### src/rtl/instr_fetch_queue_pkg.sv
// Shared types and widths for the fetch-stage ROM and prefetch queue.
package instr_fetch_queue_pkg;

    localparam int WORD        = 32;
    localparam int INSTR_LEN   = 32;
    localparam int INSTR_BYTES = 4;

    typedef struct packed {
        logic [WORD-1:0]      pc;
        logic [INSTR_LEN-1:0] instr;
        logic                 oob;
    } fetch_entry_t;

endpackage

### src/rtl/instr_fetch_queue_fifo.sv
// Synchronous FIFO with flush; pointers and count are async-reset, storage is not.
module instr_fetch_queue_fifo #(
    parameter int  DEPTH = 4,
    parameter type T     = logic,
    localparam int AW    = $clog2(DEPTH),
    localparam int CW    = $clog2(DEPTH + 1)
) (
    input  logic          clk,
    input  logic          rst_n,
    input  logic          push_i,
    input  T              din_i,
    input  logic          pop_i,
    input  logic          flush_i,
    output T              dout_o,
    output logic          full_o,
    output logic          empty_o,
    output logic [CW-1:0] count_o
);

    T              mem_q [DEPTH];
    logic [AW-1:0] wptr_q, wptr_d;
    logic [AW-1:0] rptr_q, rptr_d;
    logic [CW-1:0] cnt_q, cnt_d;
    logic          do_push, do_pop;

    assign full_o  = (cnt_q == CW'(DEPTH));
    assign empty_o = (cnt_q == '0);
    assign count_o = cnt_q;
    assign dout_o  = mem_q[rptr_q];

    // A push into a full queue is only legal when the head leaves on the same edge.
    assign do_push = push_i && !flush_i && (!full_o || pop_i);
    assign do_pop  = pop_i && !flush_i && !empty_o;

    always_comb begin
        wptr_d = wptr_q;
        rptr_d = rptr_q;
        cnt_d  = cnt_q;
        if (flush_i) begin
            wptr_d = '0;
            rptr_d = '0;
            cnt_d  = '0;
        end else begin
            if (do_push) wptr_d = wptr_q + AW'(1);
            if (do_pop)  rptr_d = rptr_q + AW'(1);
            cnt_d = cnt_q + CW'(do_push) - CW'(do_pop);
        end
    end

    always_ff @(posedge clk or negedge rst_n) begin
        if (!rst_n) begin
            wptr_q <= '0;
            rptr_q <= '0;
            cnt_q  <= '0;
        end else begin
            wptr_q <= wptr_d;
            rptr_q <= rptr_d;
            cnt_q  <= cnt_d;
        end
    end

    always_ff @(posedge clk) begin
        if (do_push) mem_q[wptr_q] <= din_i;
    end

endmodule

### src/rtl/instr_fetch_queue.sv
// Fetch stage: word ROM, fetch PC and a prefetch queue streaming {pc, instr, oob} to decode.
// The ROM contents come in as a packed image parameter, word i at bits [32*i +: 32].
module instr_fetch_queue
    import instr_fetch_queue_pkg::*;
#(
    parameter int              SIZE      = 64,
    parameter int              DEPTH     = 4,
    parameter logic [WORD-1:0] RESET_PC  = '0,
    parameter logic [SIZE*8-1:0] ROM_IMAGE = '0,
    localparam int             CW        = $clog2(DEPTH + 1)
) (
    input  logic                 clk,
    input  logic                 rst_n,
    input  logic                 redirect,
    input  logic [WORD-1:0]      redirect_pc,
    input  logic                 instr_ready,
    output logic                 instr_valid,
    output logic [INSTR_LEN-1:0] instruction,
    output logic [WORD-1:0]      instr_pc,
    output logic                 instr_oob,
    output logic [CW-1:0]        count
);

    localparam int WORDS = SIZE / INSTR_BYTES;
    localparam int IW    = (WORDS > 1) ? $clog2(WORDS) : 1;

    logic [INSTR_LEN-1:0] rom [WORDS];
    logic [WORD-1:0]      fpc_q, fpc_d;
    logic                 halted_q, halted_d;
    logic [IW-1:0]        rom_idx;
    logic [INSTR_LEN-1:0] rom_word;
    logic                 fetch_oob, issue, pop;
    logic                 q_full, q_empty;
    fetch_entry_t         q_din, q_head;
    logic                 unused_rpc_lsb;

    for (genvar i = 0; i < WORDS; i++) begin : g_rom
        assign rom[i] = ROM_IMAGE[i*INSTR_LEN +: INSTR_LEN];
    end

    assign unused_rpc_lsb = ^redirect_pc[1:0];

    assign fetch_oob = (fpc_q >= WORD'(SIZE));
    assign rom_idx   = fpc_q[IW+1:2];
    assign rom_word  = fetch_oob ? '0 : rom[rom_idx];

    assign pop   = instr_valid && instr_ready;
    assign issue = !redirect && !halted_q && (!q_full || pop);

    assign q_din.pc    = fpc_q;
    assign q_din.instr = rom_word;
    assign q_din.oob   = fetch_oob;

    // Redirect wins over both issue and pop; the out-of-range entry is the last one until redirect.
    always_comb begin
        fpc_d    = fpc_q;
        halted_d = halted_q;
        if (redirect) begin
            fpc_d    = {redirect_pc[WORD-1:2], 2'b00};
            halted_d = 1'b0;
        end else if (issue) begin
            fpc_d = fpc_q + WORD'(INSTR_BYTES);
            if (fetch_oob) halted_d = 1'b1;
        end
    end

    always_ff @(posedge clk or negedge rst_n) begin
        if (!rst_n) begin
            fpc_q    <= {RESET_PC[WORD-1:2], 2'b00};
            halted_q <= 1'b0;
        end else begin
            fpc_q    <= fpc_d;
            halted_q <= halted_d;
        end
    end

    instr_fetch_queue_fifo #(
        .DEPTH (DEPTH),
        .T     (fetch_entry_t)
    ) u_fifo (
        .clk     (clk),
        .rst_n   (rst_n),
        .push_i  (issue),
        .din_i   (q_din),
        .pop_i   (pop),
        .flush_i (redirect),
        .dout_o  (q_head),
        .full_o  (q_full),
        .empty_o (q_empty),
        .count_o (count)
    );

    assign instr_valid = !q_empty;
    assign instruction = instr_valid ? q_head.instr : '0;
    assign instr_pc    = instr_valid ? q_head.pc    : '0;
    assign instr_oob   = instr_valid ? q_head.oob   : 1'b0;

endmodule

### config.mk
export PLATFORM = sky130hd
export DESIGN_NAME = instr_fetch_queue
export DESIGN_NICKNAME = d
export VERILOG_FILES = /design/src/rtl/instr_fetch_queue_pkg.sv /design/src/rtl/instr_fetch_queue_fifo.sv /design/src/rtl/instr_fetch_queue.sv
export SDC_FILE = /design/constraint.sdc
export NUM_CORES = 1
export LEC_CHECK = 0
export BUFFER_PORTS_ARGS = -buffer_cell sky130_fd_sc_hd__buf_2
export CAP_MARGIN = 20
export CELL_PAD_IN_SITES_DETAIL_PLACEMENT = 1
export CELL_PAD_IN_SITES_GLOBAL_PLACEMENT = 2
export CORE_ASPECT_RATIO = 1.25
export CORE_MARGIN = 1.5
export CORE_UTILIZATION = 43
export CTS_BUF_LIST = sky130_fd_sc_hd__clkbuf_4 sky130_fd_sc_hd__clkbuf_8
export DETAILED_ROUTE_END_ITERATION = 12
export PLACE_DENSITY_LB_ADDON = 0.1
export SLEW_MARGIN = 30
export SYNTH_ARGS = -nofsm -noshare
export SYNTH_HDL_FRONTEND = slang
export SYNTH_HIERARCHICAL = 1
export SYNTH_SLANG_ARGS = --single-unit
### constraint.sdc
create_clock -name clk -period 3.3 [get_ports clk]
set_clock_uncertainty 0.05 [all_clocks]
set_input_delay 0 -clock clk [delete_from_list [all_inputs] [get_ports clk]]
set_output_delay 0 -clock clk [all_outputs]
set_load 0.01 [all_outputs]
After elaboration in Yosys (flattened, before gate mapping) --
Memory sizes are Yosys's and may differ from the RTL's. Cells that the tools add are included.
Cells by class: add/sub/neg operators 5, order comparisons 2, eq/ne operators 1, multiplexer cells 18, bitwise logic cells 1, reduce and logical (&&, ||, !) cells 18
Operators with widths (number):
- 2-to-1 mux 32 bit | 7
- adder 32 x 3 -> 32 bit, second input constant | 1
- greater-or-equal comparator 32 x 7 -> 1 bit, second input constant | 1
- 2-to-1 mux 2 bit | 4
- nonzero test 2 bit | 4
- logical AND 1 bit | 7
- 2-to-1 mux 1 bit | 6
- greater-or-equal comparator 5 bit, second input constant | 1
- inverter 4 -> 5 bit | 1
- adder 2 x 1 -> 2 bit, second input constant | 2
- logical NOT 1 bit | 4
- adder 3 x 1 -> 3 bit | 1
- equality test 3 bit, second input constant | 1
- logical NOT 3 bit | 1
- 2-to-1 mux 3 bit | 1
- subtractor 3 x 1 -> 3 bit | 1
- AND reduction 2 bit | 1
- logical OR 1 bit | 1
Word-level totals: bits in registers 40, memory bits (writable) 260, ROM bits 512, logic and storage cells 52, memories 2
Memories:
- (no name shown) | words 16, width 32, rd ports 1, clocked after Yosys merged registers in 0, wr ports 0, line instr_fetch_queue.sv:45 | assign rom_word = fetch_oob ? '0 : rom[rom_idx];
- u_fifo.mem_q | words 4, width 65, rd ports 1, clocked after Yosys merged registers in 0, wr ports 1, line instr_fetch_queue_fifo.sv:20 | T mem_q [DEPTH];

Longest topological paths before layout --
word-level depth 10, mapped depth 16, gate-level depth less buffers 15

Cells and area by module --
The synthesis kept the hierarchy.
Modules (own cells, without submodules):
- instr_fetch_queue_fifo | times used 1, cells each 385, area an instance 9879.5 µm², sequential area each 7982.7 µm²
- instr_fetch_queue | times used 1, cells each 312, area an instance 2497.4 µm², sequential area each 775.7 µm²

Least setup slack after synthesis --
No wires, ideal clock.
kind register to register, start register u_fifo.cnt_q[1] (netlist: u_fifo/count_o[1]), end memory u_fifo/mem_q[1][0] in the netlist's numbering (enable), library setup time 0.430 ns, arrival 3.125 ns, required time 2.820 ns, slack -0.305 ns, stages on the path, launching flop included 10, buffers on the path 1, period minus slack after synthesis 3.605 ns, path through dfrtp_1 nor3_1 nand2b_4 inv_2 o21ai_1 clkbuf_1 inv_1 nand2b_1 a21oi_2 and2_1
On the way: cells in the longest elaborated chain, start to end 9, elaborated cells on any way between the ends 11, classes of those cells 1 x eq/ne; 2 x mux; 8 x reduce/logical
RTL lines:
- start: declaration | line instr_fetch_queue_fifo.sv:23 | logic [CW-1:0] cnt_q, cnt_d;
- start signal: assignment | line instr_fetch_queue_fifo.sv:58 | cnt_q <= cnt_d;
- logical NOT 3 bit | line instr_fetch_queue_fifo.sv:27 | assign empty_o = (cnt_q == '0);
- via q_empty | line instr_fetch_queue.sv:33 | logic q_full, q_empty;
- logical NOT 1 bit | line instr_fetch_queue.sv:93 | assign instr_valid = !q_empty;
- logical AND 1 bit | line instr_fetch_queue.sv:47 | assign pop = instr_valid && instr_ready;
- via pop | line instr_fetch_queue.sv:32 | logic fetch_oob, issue, pop;
- logical OR 1 bit | line instr_fetch_queue.sv:48 | assign issue = !redirect && !halted_q && (!q_full || pop);
- logical AND 1 bit | line instr_fetch_queue.sv:48
- via issue | line instr_fetch_queue.sv:32
- logical AND 1 bit (2 in a row) | line instr_fetch_queue_fifo.sv:32 | assign do_push = push_i && !flush_i && (!full_o || pop_i);
- 2-to-1 mux 1 bit | line instr_fetch_queue_fifo.sv:63 | if (do_push) mem_q[wptr_q] <= din_i;
- 2-to-1 mux 1 bit (implied by the code) | line instr_fetch_queue_fifo.sv:63
- end: declaration | line instr_fetch_queue_fifo.sv:20
The timed path passes the listed nets, and every way through them passes these cells.

Final worst setup path --
start register u_fifo.cnt_q[1] (netlist: u_fifo/count_o[1]), end register u_fifo.cnt_q[2] (netlist: u_fifo/count_o[2])
On the way: elaborated cells on any way between the ends 14, classes of those cells 2 x add/sub; 1 x eq/ne; 1 x mux; 10 x reduce/logical
RTL lines:
- equality test 3 bit | line instr_fetch_queue_fifo.sv:26 | assign full_o = (cnt_q == CW'(DEPTH));
- via q_full | line instr_fetch_queue.sv:33
- logical NOT 1 bit | line instr_fetch_queue.sv:48
- logical OR 1 bit | line instr_fetch_queue.sv:48
- logical AND 1 bit | line instr_fetch_queue.sv:48
- via issue | line instr_fetch_queue.sv:32
- logical AND 1 bit (2 in a row) | line instr_fetch_queue_fifo.sv:32
- adder 3 x 1 -> 3 bit | line instr_fetch_queue_fifo.sv:46 | cnt_d = cnt_q + CW'(do_push) - CW'(do_pop);
- subtractor 3 x 1 -> 3 bit | line instr_fetch_queue_fifo.sv:46
- 2-to-1 mux 3 bit | line instr_fetch_queue_fifo.sv:39 | if (flush_i) begin
- via u_fifo.cnt_d[2] | line instr_fetch_queue_fifo.sv:23
The timed path passes the listed nets, and every way through them passes these cells. A chain may end at the register's enable or synchronous reset.

==> metrics.md <==
| Metric | Value |
|---|---|
| Initial drt markers | 285 |
| Setup bufs post-CTS | 0 |
| Post-Syn Instances | 697 |
| Vias in the first global route | 7960 |
| Net Switching | 0.00193 W |
| Layout Cells excl Fill | 1405 |
| Antenna viol nets, final | 0 |
| Status | complete, no violations |
| Primary FF master, synth | edfxtp_1 |
| Setup crit end kind | register |
| Core Area | 28400 um^2 |
| Reg2Reg Depth | 14 |
| Post-route minimum period | 2870 ps |
| Vias per cell | 5.12 |
| Nets | 1060 |
| Wire length of the first global-routing pass | 43.6 mm |
| Worst Path Class, Setup | reg2reg |
| Syn Area/Cell | 17.8 um^2 |
| R2R setup slack | 430 ps |
| Die area | 29800 um^2 |
| Pin count of the biggest net entering global routing | 67 |
| Hold_sp | redirect_pc[11] |
| Gr usage total | 19.4% |
| Hold EP | fpc_q[11] |
| Sequential fraction of the synthesis area | 70.8% |
| Pleak | 5.49 nW |
| Unrepaired setup endpoints after global routing | false |
| Worst r2r dst | u_fifo/count_o[2] |
| Crit start category | register |
| Simple-gate share of the synthesized area | 8.79% |
| Post-synth EDFFs | 260 |
| GR peak layer | met2 |
| Final GP Congestion | 0.809 |
| Sw Ratio | 23.4% |
| Most numerous cell in the Yosys netlist | edfxtp_1 |
| CP required | 3680 ps |
| Critical R2R Launch | u_fifo/count_o[1] |
| Distinct cells, synth | 58 |
| Synthesized cell area | 12400 um^2 |
| Xor and xnor fraction of the mapped netlist area | 0.637% |
| Synth cell count leaders | edfxtp_1 (260), nor2b_1 (69), mux4_2 (65) |
| Max Cap Viol | 0 |
| Rows | 69 |
| TritonCTS clock tree | built |
| Multiplexer share of the synthesized area | 12.1% |
| Final cell utilization of the core | 53.9% |
| Diodes inserted | 0 |
| Met3 global-route usage | 3.35% |
| DRC | 0 |
| H-tree Lvls | 2 |
| Clock share of power | 38.9% |
| Pre-antenna DRT Iters | 4 |
| GR Util met2 | 35.5% |
| FF+latch count, synth | 298 |
| Final hold vios | 0 |
| Die height | 193 um |
| PD cells | 539 nW/um^2 |
| Synth area leaders | edfxtp_1 (63%), mux4_2 (12%), dfrtp_1 (7.7%) |
| Yosys warnings | 6 |
| WHS Path Cells | 4 |
| Biggest area consumer among synthesized cells | edfxtp_1 |
| Synth top area share | 63.1% |
| Setup TNS Final | 0 ps |
| Final Cycle Share | 87.0% |
| Die Width | 155 um |
| Crit Path Max Fanout | 8 |
| DP Cell Count | 1265 |
| Post-synthesis async set-or-reset flop share | 12.8% |
| Wire per inst | 19.7 um |
| Layout cell share with drive strength beyond 1 | 26.4% |
| Ports | 105 |
| Worst vdd ir | 0.000349 V |
| Max_slew headroom | 38.8% |
| DR vias | 7198 |
| CTS root buffer | clkbuf_8 |
| DPL Wire Length | 16.6 mm |
| GR Overflow Total | 0 |
| Synth Area in Adders | 0.970% |
| Cts bufs inserted | 48 |
| Initial antenna violation count | 0 |
| IO buf count | 102 |
| Max-slew violation count | 0 |
| Maximum clock rate | 0.348 GHz |
| Cell-internal power | 0.00631 W |
| Compound-Gate Fraction of Synth Area | 4.18% |
| CP arrival | 3250 ps |
| Met1 Use GR | 23.0% |
| Initial Utilization | 43.6% |
| Worst-Margin Slew | 895 ps |
| Hold Crit Class | in2reg |
| Largest family of logic cells by synthesized area | multiplexers |
| WL final | 27.7 mm |
| Final setup viols | 0 |
| Sequential group share of total power | 52.9% |
| Comb pwr share | 8.2% |
| Worst skew pair latency | 580 ps |
| CTS Buffer Depth | 3 |
| CTS Sinks | 298 |
| Area growth, synth to finish | 23.7% |
| Reg clk slew, reported paths | 60 ps |
## layout make-up
cell class / instances / area (um^2)
Fill cell: 2750 / 13100
Tap cell: 355 / 444
Multi-Input combinational cell: 477 / 3820
Clock inverter: 21 / 176
Clock buffer: 64 / 787
Sequential cell: 298 / 8760
Timing Repair Buffer: 171 / 1240
Inverter: 19 / 71.3
## cell families (layout without fill, tap and decap cells)
family / Yosys count / after routing
flip-flops: 298 / 298
AND/OR/NAND/NOR: 183 / 183
AO/OA/AOI/OAI: 72 / 72
multiplexers: 68 / 68
buffers and inverters: 57 / 275
adder cells (fa/ha/maj): 9 / 9
XOR/XNOR: 9 / 9
other: 1 / 136
## registers in the layout (all words and copies together) (netlist names)
name,count
u_fifo/mem_q,260
fpc_q,30
u_fifo/count_o,3
u_fifo/rptr_q,2
u_fifo/wptr_q,2
halted_q,1
## per-layer routing
metal | share of wire, % | vias to the layer above
met1 | 40 | 3710
met2 | 54 | 152
met5 | 0 | -
li1 | - | 3281
met4 | 2.5 | 0
met3 | 3.4 | 55
## power groups by stage
stage,combinational (W),clock (W),sequential (W)
detailed placement,0.000614,0,0.00444
CTS,0.000675,0.00334,0.00436
floorplan,0.000393,0,0.00438
finish,0.000673,0.00321,0.00436
global route,0.000750,0.00347,0.00438
global placement,0.000593,0,0.00442
## worst max-delay path: stages, from the launching register on
cell      delay [ps]
dfrtp_1          480
nor3b_2          490
inv_2            170
o21ai_1          210
inv_1             60
nand2b_1          80
a21oi_2           50
inv_1             80
ha_1             220
inv_1             60
ha_1             140
inv_1             50
fa_1             370
xnor2_1          170
nor2_1            60
## what timing repair did
item,CTS,global route
setup endpoints to repair,0,0
resized for setup,0,0
hold buffers,54,1
endpoints found under the hold margin,75,38
## worst max-delay path by stage
stage                                 start             endpoint  cells past startpoint
after floorplan           u_fifo/count_o[1]    u_fifo/count_o[2]                     16
after detailed placement  u_fifo/count_o[1]    u_fifo/count_o[2]                     14
final                     u_fifo/count_o[1]    u_fifo/count_o[2]                     14
after CTS                 u_fifo/count_o[1]    u_fifo/count_o[2]                     14
after global routing      u_fifo/count_o[1]    u_fifo/count_o[2]                     14
after global placement    u_fifo/count_o[1]  u_fifo/mem_q[0][37]                      9
## per-stage QoR
| step | hold slack, ps | setup WS, ps | power (W) | cell area, um^2 |
|---|---|---|---|---|
| 3_3_place_gp | 135 | 486 | 0.00502 | 13700 |
| 5_1_grt | 194 | 146 | 0.00859 | 15300 |
| 4_1_cts | 43.0 | 407 | 0.00837 | 15300 |
| 2_1_floorplan | -346 | 361 | 0.00477 | 12900 |
| 6_report | 191 | 428 | 0.00825 | 15300 |
| 3_5_place_dp | 155 | 428 | 0.00506 | 13800 |
## cell usage in the layout, fill, tap and decap left out, types with 7 or more instances in the layout
master         count
nand3_1            9
nor2b_1           69
nand2_1           15
clkbuf_8          49
nand4_1           11
clkinv_1           7
mux4_2            65
nor4_1             7
buf_4              9
nor2_1            27
inv_1             16
clkbuf_4          15
dlygate4sd3_1     55
clkinv_2           9
o21ai_0            9
a31oi_1           14
o31ai_1           13
ha_1               8
edfxtp_1         260
or4_1             12
dfrtp_1           36
conb_1           136
buf_2            101
No activity file was read; power rests on OpenSTA's default activity.
